--- src/rtl/pc_next_unit.sv ---
`default_nettype none
// ============================================================================
// Module   : pc_next_unit
// Purpose  : Fetch-stage program counter with prioritised next-PC selection
//            (exception, stall, jr, jump, branch, sequential), EPC capture,
//            redirect flush pulse and jr misalignment flag.
// Revision : 1.0 - initial release
// ============================================================================
module pc_next_unit #(
  parameter int unsigned      WIDTH        = 32,
  parameter logic [WIDTH-1:0] RESET_VECTOR = '0,
  parameter logic [WIDTH-1:0] EXC_VECTOR   = WIDTH'(32'h80000180),
  parameter int unsigned      INCR         = 4
) (
  input  logic             clk,
  input  logic             reset,
  input  logic             stall,
  input  logic             branch_taken,
  input  logic [15:0]      branch_offset,
  input  logic             jump,
  input  logic [25:0]      jump_index,
  input  logic             jr,
  input  logic [WIDTH-1:0] jr_target,
  input  logic             exception,
  output logic [WIDTH-1:0] pc,
  output logic [WIDTH-1:0] pc_plus4,
  output logic [WIDTH-1:0] epc,
  output logic             flush,
  output logic             addr_err
);

  localparam logic [2:0] c_sel_seq    = 3'd0;
  localparam logic [2:0] c_sel_stall  = 3'd1;
  localparam logic [2:0] c_sel_jr     = 3'd2;
  localparam logic [2:0] c_sel_jump   = 3'd3;
  localparam logic [2:0] c_sel_branch = 3'd4;
  localparam logic [2:0] c_sel_exc    = 3'd5;

  localparam logic [WIDTH-1:0] c_incr = WIDTH'(INCR);

  // The PC is kept as a word address so bits [1:0] are structurally zero.
  logic [WIDTH-1:2] r_pc_word;
  logic [WIDTH-1:0] r_epc;
  logic             r_flush;
  logic             r_addr_err;

  logic [2:0]       w_sel;
  logic [WIDTH-1:0] w_pc;
  logic [WIDTH-1:0] w_pc_plus4;
  logic [WIDTH-1:2] w_br_disp;
  logic [WIDTH-1:2] w_br_word;
  logic [WIDTH-1:2] w_jump_word;
  logic [WIDTH-1:2] w_jr_word;
  logic [WIDTH-1:2] w_next_word;
  logic             w_redirect;
  logic             w_misaligned;

  assign w_pc       = {r_pc_word, 2'b00};
  assign w_pc_plus4 = w_pc + c_incr;

  always_comb begin
    w_sel = c_sel_seq;
    if (exception) begin
      w_sel = c_sel_exc;
    end else if (stall) begin
      w_sel = c_sel_stall;
    end else if (jr) begin
      w_sel = c_sel_jr;
    end else if (jump) begin
      w_sel = c_sel_jump;
    end else if (branch_taken) begin
      w_sel = c_sel_branch;
    end
  end

  // Branch displacement in words: sign-extended imm16, the <<2 is implicit.
  assign w_br_disp   = {{(WIDTH-18){branch_offset[15]}}, branch_offset};
  assign w_br_word   = w_pc_plus4[WIDTH-1:2] + w_br_disp;
  assign w_jump_word = {w_pc_plus4[WIDTH-1:28], jump_index};
  assign w_jr_word   = jr_target[WIDTH-1:2];

  always_comb begin
    w_next_word = w_pc_plus4[WIDTH-1:2];
    case (w_sel)
      c_sel_exc:    w_next_word = EXC_VECTOR[WIDTH-1:2];
      c_sel_stall:  w_next_word = r_pc_word;
      c_sel_jr:     w_next_word = w_jr_word;
      c_sel_jump:   w_next_word = w_jump_word;
      c_sel_branch: w_next_word = w_br_word;
      default:      w_next_word = w_pc_plus4[WIDTH-1:2];
    endcase
  end

  assign w_redirect   = (w_sel == c_sel_exc) || (w_sel == c_sel_jr) ||
                        (w_sel == c_sel_jump) || (w_sel == c_sel_branch);
  assign w_misaligned = (w_sel == c_sel_jr) && (jr_target[1:0] != 2'b00);

  always_ff @(posedge clk or posedge reset) begin
    if (reset) begin
      r_pc_word  <= RESET_VECTOR[WIDTH-1:2];
      r_epc      <= '0;
      r_flush    <= 1'b0;
      r_addr_err <= 1'b0;
    end else begin
      r_pc_word  <= w_next_word;
      r_flush    <= w_redirect;
      r_addr_err <= w_misaligned;
      if (w_sel == c_sel_exc) begin
        r_epc <= w_pc;
      end
    end
  end

  assign pc       = w_pc;
  assign pc_plus4 = w_pc_plus4;
  assign epc      = r_epc;
  assign flush    = r_flush;
  assign addr_err = r_addr_err;

endmodule
`default_nettype wire

--- config.mk ---
export PLATFORM = sky130hd
export DESIGN_NAME = pc_next_unit
export DESIGN_NICKNAME = d
export VERILOG_FILES = /design/src/rtl/pc_next_unit.sv
export SDC_FILE = /design/constraint.sdc
export NUM_CORES = 1
export LEC_CHECK = 0
export BUFFER_PORTS_ARGS = -buffer_cell sky130_fd_sc_hd__buf_2
export CAP_MARGIN = 30
export CORE_MARGIN = 4
export CORE_UTILIZATION = 52
export DETAILED_ROUTE_END_ITERATION = 8
export GPL_TIMING_DRIVEN = 0
export PLACE_DENSITY = 0.82
export SYNTH_ARGS = -nofsm -noshare
export SYNTH_HDL_FRONTEND = slang
export SYNTH_SLANG_ARGS = --single-unit
--- constraint.sdc ---
create_clock -name clk -period 3.7 [get_ports clk]
set_input_delay 0.555 -clock clk [delete_from_list [all_inputs] [get_ports clk]]
set_output_delay 0.555 -clock clk [all_outputs]
set_load 0.01 [all_outputs]
After elaboration in Yosys (flattened, before gate mapping)
Cells that the tools add are included.
{"block": "totals", "ff_bits": 62, "in_bits": 81, "out_inout_bits": 98, "wordCells": 22}
{"block": "classes", "addsub": 2, "eq_ne": 5, "n_mux": 6, "reduce_logical": 5}
{"op": "one-hot mux 30 bit (5 select lines)", "count": 1}
{"op": "adder 32 x 3 -> 32 bit, second input constant", "count": 1}
{"op": "adder 30 bit", "count": 1}
{"op": "2-to-1 mux 3 bit", "count": 5}
{"op": "equality test 3 x 2 -> 1 bit, second input constant", "count": 2}
{"op": "equality test 3 bit, second input constant", "count": 2}
{"op": "equality test 3 x 1 -> 1 bit, second input constant", "count": 1}
{"op": "logical OR 1 bit", "count": 3}
{"op": "nonzero test 2 bit", "count": 1}
{"op": "logical AND 1 bit", "count": 1}

Depth between registers and ports, before layout
{"block": "depth", "word_depth": 9, "depth_mapped": 18, "mapped_depth_nobuf": 17}

Worst setup path before layout
OpenSTA, ideal clock, no wires.
{"block": "synth_path", "path_kind": "flip-flop to flip-flop", "start": "reg r_pc_word[6] (netlist name)", "end": "reg r_pc_word[28] (netlist name)", "setup_ns": 0.146, "arrival_ns": 3.315, "required_time_ns": 3.554, "setup_slack_ns": 0.240, "stages_incl_launch_ff": 16, "path_buffers": 0, "period_less_slack_ns": 3.460, "path_cell_list": "dfrtp_1 -> and3_2 -> nand3_4 -> nor4_2 -> nand3_1 -> xnor2_1 -> ha_1 -> o21ai_0 -> nor2_1 -> nor4_1 -> o41ai_2 -> a211oi_1 -> o41ai_2 -> xor2_1 -> nand2_1 -> o221ai_1"}
{"block": "synth_between", "elab_chain_len": 3}
{"item": "from (decl)", "line_no": "42", "source": "logic [WIDTH-1:2] r_pc_word;"}
{"item": "from (signal assigned)", "line_no": "100", "source": "r_pc_word <= RESET_VECTOR[WIDTH-1:2];"}
{"item": "from (signal assigned)", "line_no": "105", "source": "r_pc_word <= w_next_word;"}
{"item": "adder 32 x 3 -> 32 bit", "line_no": "59", "source": "assign w_pc_plus4 = w_pc + c_incr;"}
{"item": "named net pc_plus4[17]", "line_no": "26", "source": "output logic [WIDTH-1:0] pc_plus4,"}
{"item": "adder 30 bit", "line_no": "78", "source": "assign w_br_word = w_pc_plus4[WIDTH-1:2] + w_br_disp;"}
{"item": "one-hot mux 30 bit (5 select lines)", "line_no": "84", "source": "case (w_sel)"}
The timed path passes the listed nets, and every way through them passes these cells.
A chain may end at the register's enable or synchronous reset.

Worst setup path in the final report
{"block": "layout_path", "start": "reg r_pc_word[3] (netlist name)", "end": "reg r_pc_word[28] (netlist name)"}
{"block": "layout_between", "elab_chain_len": 3}
{"item": "adder 32 x 3 -> 32 bit *", "line_no": "59"}
{"item": "adder 30 bit", "line_no": "78"}
{"item": "one-hot mux 30 bit (5 select lines) *", "line_no": "84"}
Mark *: on every way between the ends. The rest lies on a longest branch, timed or not.

==> impl_metrics.tcl <==
set metrics [dict create \
    hold_buffers 0 \
    wl_met3_mm 2.30 \
    die_w_microns 108 \
    drt_iter0_markers 505 \
    num_rows 36 \
    synth_cell_types 70 \
    maxCapViolations 0 \
    drt-total-wl_mm 19.9 \
    synth_area_leaders "dfrtp_1 (30%), ha_1 (8.6%), mux2_2 (6.4%)" \
    synth_area_sq_um 5250 \
    maxSlewViolCount 0 \
    synth.most_common_cell "dfrtp_1" \
    start_kind "flop" \
    antenna_found_initial 0 \
    fmax_ghz 0.262 \
    setup-violations-final 1 \
    htreeDepth 3 \
    io_buffers 172 \
    drc_errors 0 \
    grt_pass1_wl_mm 28.5 \
    status "complete, but fails checks" \
    final_nets 928 \
    met2_length_mm 9.67 \
    fin_crit_sh_pct 103 \
    grt-ovfl-total 0 \
    drtPass1Iterations 6 \
    synth.largest_area_cell "dfrtp_1" \
    hpwl_mm 14.5 \
    min_period_ps 3810 \
    via_per_inst 6.24 \
    fin_cells 947 \
    grt_setup_unrepaired "true" \
    ys_seq_area_share_pct 29.6 \
    synthToLayoutAreaGrowth_pct 35.6 \
    cts_tree "done" \
    met1_length_mm 6.98 \
    worstSetupPathType "reg2reg" \
    avgSynthCellArea_sq_um 8.84 \
    leakagePower_nw 3.47 \
    vias 5905 \
    clkSinkCount 62 \
    cts_made_buffers 9 \
    synth_edf_count 0 \
    synth_common_cells "dfrtp_1 (62), a21oi_1 (56), nand2_1 (45)" \
    fillers 779 \
    ys.flop_type "dfrtp_1" \
    hold_class "in2async" \
    finalSetupTns_ps -112 \
    pwr_density_cell_nw_per_um2 375 \
    ant_nets 0 \
    violations "setup timing" \
    synth_seq_cells 62 \
    skew_ps 14.1 \
    grt_pass1_vias 5553 \
    wl_per_cell_microns 21.0 \
    ios 179 \
    finish.utilization_pct 72.5 \
    place.gp.congestion 0.949 \
    syn-instance-count 594 \
    end_kind "flop" \
    grt_max_degree 39 \
    async_flop_share_pct 100 \
    ys_warn_count 0 \
    routed.top_layer "met4" \
    start_util_pct 53.5 \
    ir_worst_vdd_mv 0.205 \
    track_usage_pct 31.5 \
    tightest_slew_ps 925 \
    core_sq_um 9820 \
    die_h_microns 108 \
    clock_latency_ps 360 \
    maxSlewHeadroom_pct 38.2 \
    clk_pin_slew_worst_paths_ps 80 \
    drive_gt1_share_pct 40.7 \
    clock_path_buffers 2 \
    cp.arrival_ps 4070 \
    cts_root_buf "clkbuf_8" \
    antenna_cells 0 \
    required_ps 3960 \
    setup_ws_ps -112 \
    yosysTopAreaCellShare_pct 29.6 \
    dp_cells 905 \
    die-area_sq_um 11800 \
    critPathMaxFanout 5 \
    hold_viol_final 0 \
]
## where the power goes
part           internal (W)  switching, W
combinational      0.000532      0.000656
sequential         0.000767      0.000112
clock              0.000306      0.000297
## cell families (layout without fill, tap and decap cells)
group / count (synthesis) / count (layout) / synth area share [%]
compound gates: 192 / 192 / 24.6
xor+xnor: 52 / 52 / 8.82
fa+ha+maj: 37 / 37 / 8.96
buf+inv: 52 / 267 / 4.29
flops: 62 / 62 / 29.6
mux: 35 / 35 / 7.39
other cells: 1 / 6 / 0.0714
simple gates: 163 / 163 / 16.4
## routing by layer
metal / GRT usage (%) / vias to the layer above
li1: - / 2626
met3: 7.28 / 86
met2: 53.0 / 418
met5: 0 / -
met4: 14.3 / 0
met1: 38.2 / 2775
## per-stage QoR
| step | power [W] | setup WS, ps | hold slack, ps | cell area, sq um |
|---|---|---|---|---|
| 6_report | 0.00267 | -112 | 270 | 7120 |
| 5_1_grt | 0.00280 | -215 | 301 | 7120 |
| 4_1_cts | 0.00252 | -4.04 | 287 | 6660 |
| 3_5_place_dp | 0.00190 | -389 | 490 | 6310 |
| 3_3_place_gp | 0.00186 | -321 | 485 | 6290 |
| 2_1_floorplan | 0.00153 | 240 | 551 | 5270 |
## state kept, by name, indices dropped and copies added, names as in the netlist
signal and count:
r_pc_word 30, addr_err 1, flush 1, epc 30
## cell usage in the layout (no fill, tap or decap), types with 4 or more instances in the layout
| cell type | n |
|---|---|
| buf_1 | 5 |
| ha_4 | 5 |
| a221o_1 | 4 |
| nor2_1 | 35 |
| nand3_1 | 20 |
| nor3_2 | 4 |
| nand2b_1 | 4 |
| buf_2 | 175 |
| a21oi_2 | 6 |
| a31oi_1 | 8 |
| o21a_1 | 8 |
| xnor2_1 | 25 |
| ha_2 | 4 |
| nand2_1 | 42 |
| ha_1 | 27 |
| a22oi_1 | 6 |
| mux2_2 | 30 |
| nand4_1 | 7 |
| o22ai_1 | 6 |
| a21o_1 | 15 |
| xnor2_2 | 5 |
| o21ai_0 | 25 |
| o21ai_1 | 6 |
| and2_1 | 4 |
| a221oi_1 | 14 |
| inv_1 | 15 |
| clkbuf_1 | 18 |
| conb_1 | 6 |
| or3_1 | 5 |
| nor2_2 | 6 |
| buf_4 | 34 |
| a222oi_1 | 4 |
| dfrtp_1 | 60 |
| a21oi_1 | 48 |
| and3_1 | 9 |
| xor2_1 | 17 |
| clkbuf_8 | 9 |
| mux2i_1 | 5 |
## repair_timing
item / in CTS / in global routing
endpoints found under the hold margin: 0 / 0
resized for setup: 14 / 61
buffers inserted: 12 / 17
cloned: 0 / 0
endpoints found under the setup margin: 12 / 13
pin swaps: 7 / 29
## worst max-delay path, cell delays in order, from the launching register on
cell      delay [ps]
dfrtp_1          420
buf_6            120
and3_4           170
nand3_4          160
nor4_4           380
nand3_2          190
xnor2_4          220
ha_4             300
o21ai_2           60
nor2_2           180
nor4_4            80
o41ai_4          370
a211oi_2         100
o41ai_2          470
xor2_1           260
nand2_1          130
o221ai_2         110
## worst paths after layout
kind                               from       endpoint  slack [ps]  cells after the start
setup / recovery           r_pc_word[3]  r_pc_word[28]        -110                     16
hold / removal                    reset  r_pc_word[26]         270                      2
setup reg to reg           r_pc_word[3]  r_pc_word[28]        -110                     16
hold reg to reg                 epc[18]        epc[18]         500                      1
max in group asynchronous         reset   r_pc_word[2]        2790                      3
min in group clk           jr_target[0]       addr_err         460                      2
## area by class of cell
class / instances / area [sq um] / area share (%)
Multi-Input combinational cell: 485 / 3880 / 54.6
Sequential cell: 62 / 1550 / 21.8
Timing Repair Buffer: 202 / 1100 / 15.5
Tap cell: 133 / 166 / 2.34
Buffer: 33 / 158 / 2.22
Clock buffer: 9 / 124 / 1.74
Clock inverter: 6 / 63.8 / 0.897
Inverter: 17 / 63.8 / 0.897
(Power assumes the default switching activity.)
